$ cat config.mk
export PLATFORM = sky130hd
export DESIGN_NAME = seq_detector
export DESIGN_NICKNAME = d
export VERILOG_FILES = /design/src/rtl/seqdet_pkg.sv /design/src/rtl/seqdet_sat_cnt.sv /design/src/rtl/seq_detector.sv
export SDC_FILE = /design/constraint.sdc
export NUM_CORES = 1
export LEC_CHECK = 0
export ABC_CLOCK_PERIOD_IN_PS = 1600
export CAP_MARGIN = 25
export CORE_MARGIN = 10
export CORE_UTILIZATION = 42
export DETAILED_ROUTE_END_ITERATION = 10
export GPL_ROUTABILITY_DRIVEN = 0
export PLACE_DENSITY = 0.74
export SLEW_MARGIN = 5
export SYNTH_ARGS = -nofsm -noshare
export SYNTH_HDL_FRONTEND = slang
export SYNTH_HIERARCHICAL = 1
export SYNTH_SLANG_ARGS = --single-unit
$ cat constraint.sdc
create_clock -name clk -period 1.6 [get_ports clk]
set_input_delay 0.32 -clock clk [delete_from_list [all_inputs] [get_ports clk]]
set_output_delay 0.32 -clock clk [all_outputs]
set_load 0.02 [all_outputs]
$ cat src/rtl/seqdet_pkg.sv
// Shared types and parameter limits for the serial pattern detector.
package seqdet_pkg;

  typedef enum logic [1:0] {
    IDLE = 2'd0,
    FILL = 2'd1,
    RUN  = 2'd2
  } seqdet_state_t;

  localparam int unsigned SEQDET_N_MIN = 2;
  localparam int unsigned SEQDET_N_MAX = 32;

endpackage

$ cat src/rtl/seqdet_sat_cnt.sv
// Saturating up-counter with synchronous clear; clear wins over increment.
module seqdet_sat_cnt #(
  parameter int unsigned W = 8
) (
  input  logic         clk,
  input  logic         reset,
  input  logic         clr,
  input  logic         inc,
  output logic [W-1:0] cnt
);

  logic [W-1:0] r_cnt;

  // Count events, holding at all-ones once reached.
  always_ff @(posedge clk or posedge reset) begin
    if (reset) begin
      r_cnt <= '0;
    end else if (clr) begin
      r_cnt <= '0;
    end else if (inc && (r_cnt != '1)) begin
      r_cnt <= r_cnt + W'(1);
    end
  end

  assign cnt = r_cnt;

endmodule

$ cat src/rtl/seq_detector.sv
// Serial N-bit pattern detector with overlap / non-overlap modes.
// Optional saturating match counter built when SEQDET_CNT_EN is defined.
module seq_detector
  import seqdet_pkg::*;
#(
  parameter int unsigned N     = 4,
  parameter int unsigned CNT_W = 8
) (
  input  logic             clk,
  input  logic             reset,
  input  logic             en,
  input  logic             a,
  input  logic             load,
  input  logic [N-1:0]     pattern,
  input  logic             overlap,
  input  logic             clr,
  output logic             armed,
  output logic             y,
  output logic [CNT_W-1:0] match_cnt
);

  localparam int unsigned FILL_W = $clog2(N + 1);
  localparam logic [FILL_W-1:0] FILL_FULL = FILL_W'(N);
  localparam logic [FILL_W-1:0] FILL_LAST = FILL_W'(N - 1);

  if ((N < SEQDET_N_MIN) || (N > SEQDET_N_MAX)) begin : g_bad_n
    $error("seq_detector: N out of legal range");
  end
  if ((CNT_W < 1) || (CNT_W > 32)) begin : g_bad_cnt_w
    $error("seq_detector: CNT_W out of legal range");
  end

  seqdet_state_t     r_state, w_state_nxt;
  logic [N-1:0]      r_pat, w_pat_nxt;
  logic [N-1:0]      r_hist, w_hist_nxt;
  logic [FILL_W-1:0] r_fill, w_fill_nxt;
  logic              r_y;
  logic              r_armed;
  logic [N-1:0]      w_shift;
  logic              w_match;

  // State, pattern, history and registered outputs.
  always_ff @(posedge clk or posedge reset) begin
    if (reset) begin
      r_state <= IDLE;
      r_pat   <= '0;
      r_hist  <= '0;
      r_fill  <= '0;
      r_y     <= 1'b0;
      r_armed <= 1'b0;
    end else begin
      r_state <= w_state_nxt;
      r_pat   <= w_pat_nxt;
      r_hist  <= w_hist_nxt;
      r_fill  <= w_fill_nxt;
      r_y     <= w_match;
      r_armed <= (w_state_nxt != IDLE);
    end
  end

  // Next-state, history update and match detection.
  always_comb begin
    w_state_nxt = r_state;
    w_pat_nxt   = r_pat;
    w_hist_nxt  = r_hist;
    w_fill_nxt  = r_fill;
    w_shift     = {r_hist[N-2:0], a};
    w_match     = 1'b0;

    if (load) begin
      // A load flushes history; the same-cycle data bit is dropped.
      w_pat_nxt   = pattern;
      w_hist_nxt  = '0;
      w_fill_nxt  = '0;
      w_state_nxt = FILL;
    end else if (en && (r_state != IDLE)) begin
      if ((r_fill >= FILL_LAST) && (w_shift == r_pat)) begin
        w_match = 1'b1;
        if (overlap) begin
          w_hist_nxt  = w_shift;
          w_fill_nxt  = FILL_FULL;
          w_state_nxt = RUN;
        end else begin
          // Matched bits are consumed; start over from empty history.
          w_hist_nxt  = '0;
          w_fill_nxt  = '0;
          w_state_nxt = FILL;
        end
      end else begin
        w_hist_nxt = w_shift;
        if (r_fill < FILL_FULL) begin
          w_fill_nxt = r_fill + FILL_W'(1);
        end
        if (r_fill >= FILL_LAST) begin
          w_state_nxt = RUN;
        end
      end
    end
  end

  assign y     = r_y;
  assign armed = r_armed;

`ifdef SEQDET_CNT_EN
  seqdet_sat_cnt #(
    .W(CNT_W)
  ) u_cnt (
    .clk  (clk),
    .reset(reset),
    .clr  (clr),
    .inc  (w_match),
    .cnt  (match_cnt)
  );
`else
  logic w_unused_clr;
  assign w_unused_clr = clr;
  assign match_cnt    = '0;
`endif

endmodule
# Word-level counts from Yosys, hierarchy flattened
# Index checks and enable logic that the tools add are counted.
# op_classes
addsub	1
order_cmp	2
n_eq_ne	1
n_mux	17
n_reduce_logical	7
# op_table
op	n
3-bit two-way mux	9
2-bit two-way mux	5
2-bit nonzero test	3
4-bit == test	1
3-bit by 1-bit adder with 3-bit output (second input constant)	1
3-bit by 2-bit greater-or-equal comparator with 1-bit output (second input constant)	1
3-bit < comparator (second input constant)	1
1-bit two-way mux	3
3-bit nonzero test	1
1-bit logical AND	2
2-bit AND reduction	1
# word_totals
ff_bits	14
in_bits	11
output_inout_bits	10
wordCells	34

# Longest topological paths before layout
# logic_depth
depth_word	6
depth_mapped	6

# Least setup slack after synthesis
# No wires, ideal clock.
# synth_timing
path_kind	register -> register
from	reg r_fill[0]
to	reg r_fill[0]
arrival_ps	1557
required_time_ps	1478
slack_ps	-78
stages_incl_launch_ff	7
synth_period_minus_slack_ps	1678
path_cell_list	dfrtp_1 > ha_1 > ha_1 > a211o_2 > nand3_2 > nor3_2 > a2111oi_1
# synth_between
elab_chain_len	5
elab_cells_between_ends	10
# synth_rtl
item	line	source
start, declared	seq_detector.sv:36	logic [FILL_W-1:0] r_fill, w_fill_nxt;
start signal, assigned	seq_detector.sv:55	r_fill <= w_fill_nxt;
3-bit by 1-bit adder with 3-bit output or 3-bit by 2-bit greater-or-equal comparator with 1-bit output (tied branches)	seq_detector.sv:92, seq_detector.sv:77	
3-bit two-way mux or 1-bit logical AND (tied branches)	seq_detector.sv:91, seq_detector.sv:77	
3-bit two-way mux	seq_detector.sv:77	if ((r_fill >= FILL_LAST) && (w_shift == r_pat)) begin
3-bit two-way mux	seq_detector.sv:76	end else if (en && (r_state != IDLE)) begin
3-bit two-way mux	seq_detector.sv:70	if (load) begin
# Parallel ways exist; a longest one is shown, timed or not. The select of a mux whose other input is x is not followed.
# A chain may end at the register's enable or synchronous reset.

# Worst setup path in the final report
# layout_timing
from	reg r_fill[1]
to	reg r_state[0]
# layout_between
elab_chain_len	5
elab_cells_between_ends	6
# layout_rtl
item	line	source
3-bit by 2-bit greater-or-equal comparator with 1-bit output *	seq_detector.sv:77, seq_detector.sv:94	
2-bit two-way mux or 1-bit logical AND (tied branches)	seq_detector.sv:94, seq_detector.sv:77	
2-bit two-way mux *	seq_detector.sv:77	
2-bit two-way mux *	seq_detector.sv:76	
2-bit two-way mux *	seq_detector.sv:70	
via w_state_nxt[0]	seq_detector.sv:33	seqdet_state_t r_state, w_state_nxt;
end signal, assigned	seq_detector.sv:52	r_state <= w_state_nxt;
end, declared	seq_detector.sv:33	
# Mark *: on every way through the listed nets, which the timed path passes. The rest lies on a longest branch.

==> flow_summary.toml <==
[sta]
fin_crit_sh = 1.06
tightest_slew_ps = 542
drv_slew = 0
rsz0062_at_grt = "yes"
period_minus_slack_ps = 1700
finalHoldViolCount = 0
worst_slack_ps = -103
slew_headroom = 0.638
finalSetupTns_ps = -178
timing.fmax_ghz = 0.587
skew_ps = 2.05
hold_ws_ps = 375
setup_viol = 2

[routing]
viasPerCell = 4.91
drt_iter0_markers = 12
vias = 589
drtAntennaViolNets = 0
firstDrtPassIters = 4
wl_per_cell_um = 14.8
drc = 0
wl_um = 1780

[die]
num_rows = 15
design.die.area_mm2 = 0.00399
start_util = 0.449
io_pins = 21
die_h_um = 63.2
die_w_um = 63.2
coreArea_mm2 = 0.00175

[clock_tree]
clkSlewWorstSetupHoldPaths_ps = 80
cts_buffers = 3
cts_max_path_buffers = 2
clk_latency_ps = 280
root_buffer = "clkbuf_4"
cts_sinks = 14
cts_tree = "built"
h-tree-depth = 1

[power]
ir_drop_mv = 0.454
p_per_area_mw_per_mm2 = 822
clkPwrFrac = 0.224
pwr-share-seq = 0.464
p_int_uw = 613
swShare = 0.305
power_leakage_nw = 0.449
switchingPower_uw = 268
p_comb_frac = 0.312

[synthesis]
ys_ff_latch = 14
ys_warn_count = 6
syn-instance-count = 70
synth.distinct_cells = 31
avgSynthCellArea_um2 = 11.2
ys_seq_area_frac = 0.447
synth.cell_area_um2 = 783

[worst_setup_path]
critical_path.max_stage_delay_ps = 390
crit_path_cell_trace = "ha_2 -> ha_4 -> a211o_4 -> nand3_4 -> buf_6 -> nor3_4 -> a221o_1"
cp_slowest_cell = "dfrtp_1"
worstPathRequired_ps = 1760
crit_arrival_ps = 1860
crit_buf_inv = 1
cp_max_fo = 5
start_kind = "flip-flop"
cp_top_family = "compound AO/OA/AOI/OAI gates"
crit_type = "flip-flop to flip-flop"
endpoint_kind = "flip-flop"

[grt]
grt.overflow.total = 0
use_met3 = 0.0265
grtUsageMet2 = 0.171
met1_usage = 0.0872
grt.busiest_layer = "met2"
grt_pass1_wl_um = 2890
antenna_found_initial = 0
grt_max_degree = 15
grt_usage = 0.0893
grt_pass1_vias = 652

[placed_design]
io_buffers = 11
post-place-ws_ps = -178
hpwlAfterDp_um = 1340

[min_path]
hp-class = "input pin to async pin"

[finish]
nNetsFinal = 110
layout-drive-gt1-share = 0.389
syn_to_final_growth_pct = 36.9
diodes = 0

[outcome]
status = "complete, but fails checks"
violations = "negative setup slack"

[run]
cap_violations = 0
==> per-layer routing <==
| layer | wire (um) | vias up |
|---|---|---|
| li1 | - | 283 |
| met2 | 939 | 16 |
| met5 | 0 | - |
| met4 | 39 | 0 |
| met1 | 732 | 284 |
| met3 | 69 | 6 |
==> cells in the mapped netlist, drive strengths merged <==
library cell	n	area share
nand3	2	0.019
a211oi	1	0.0096
nand2b	2	0.016
nand3b	2	0.019
inv	4	0.019
a2111oi	2	0.026
ha	2	0.032
a211o	1	0.013
o31ai	1	0.0096
conb	1	0.0048
clkbuf	1	0.0048
nor3	2	0.026
a221o	1	0.013
a221oi	1	0.019
mux2	4	0.058
a21oi	1	0.0064
buf	9	0.083
or2	1	0.0080
nand2	2	0.0096
nor2	3	0.014
o22ai	2	0.016
or3	3	0.030
xnor2	4	0.064
o21a	1	0.0096
o21ai	3	0.024
dfrtp	14	0.45
==> what timing repair did <==
item,CTS,global route
resized for setup,4,2
pin swaps,2,1
hold endpoints to repair,0,0
setup buffers,2,0
hold buffers,0,0
endpoints found under the setup margin,5,8
==> worst register-to-register path: stages (launching register included) <==
cell	delay, ps
dfrtp_1	390
ha_2	200
ha_4	150
a211o_4	280
nand3_4	90
buf_6	100
nor3_4	50
a221o_1	330
==> cell families (layout without fill, tap and decap cells) <==
kind of cell	count (synthesis)	in the layout	synth area share
other	1	8	0.00479
muxes	4	4	0.0575
adders and majority gates	2	2	0.0319
and+or+nand+nor	17	17	0.142
xor gates and xnor gates	4	4	0.0639
DFF	14	14	0.447
AOI/OAI and AO/OA	14	14	0.145
buffers and inverters	14	32	0.107
==> final timing paths <==
| check | cells past startpoint | slack (ps) | startpoint | to |
|---|---|---|---|---|
| worst min-delay path | 2 | 370 | reset | r_pat[0] |
| worst max register to register | 7 | -100 | r_fill[1] | r_state[0] |
| min in group clk | 1 | 540 | r_pat[1] | r_pat[1] |
| max in group asynchronous | 2 | 870 | reset | r_state[0] |
| worst max-delay path | 7 | -100 | r_fill[1] | r_state[0] |
| worst min register to register | 1 | 540 | r_pat[1] | r_pat[1] |
==> power by group through the flow <==
stage | sequential [mW] | clock [mW] | combinational, mW
finish | 0.409 | 0.197 | 0.275
global route | 0.413 | 0.215 | 0.301
CTS | 0.409 | 0.203 | 0.267
detailed placement | 0.416 | 0 | 0.251
global placement | 0.415 | 0 | 0.241
floorplan | 0.420 | 0 | 0.159
==> stage by stage <==
stage / instance area [um^2] / power, mW / util / std cells
floorplan: 836 / 0.579 / - / 77
global placement: 998 / 0.656 / 0.572 / 115
detailed placement: 998 / 0.667 / 0.572 / 115
CTS: 1060 / 0.879 / 0.608 / 120
global route: 1070 / 0.928 / 0.614 / 120
finish: 1070 / 0.881 / 0.614 / 120
==> state kept, by name, indices dropped and copies added (netlist names) <==
| signal | count |
|---|---|
| armed | 1 |
| r_hist | 3 |
| r_pat | 4 |
| r_fill | 3 |
| y | 1 |
| r_state | 2 |
==> final cells by class <==
class                      instances  area (um^2)
sequential                        14          350
clock buffer                       3         22.5
inverter                           4         15.0
tap                               25         31.3
fill                             150          673
timing repair buffer              25          219
multi-input combinational         49          434
==> cells in the final DEF (no fill, tap or decap) <==
cell type,n
or3_1,2
or3_4,1
a221oi_2,1
conb_1,8
nor3_4,1
a2111oi_2,2
xnor2_1,2
xnor2_2,2
nor3_2,1
o31ai_1,1
a221o_1,1
a211o_4,1
or2_2,1
ha_2,1
o21a_1,1
nand2_1,2
mux2_2,4
inv_1,4
clkbuf_4,3
ha_4,1
clkdlybuf4s50_1,11
buf_6,1
nand3_4,1
o22ai_2,2
a211oi_1,1
o21ai_0,2
dfrtp_1,14
nand2b_1,2
nor2_1,3
o21ai_2,1
nand3b_1,2
buf_4,13
nand3_1,1
a21oi_1,1
Power figures use the tool's default switching activity.
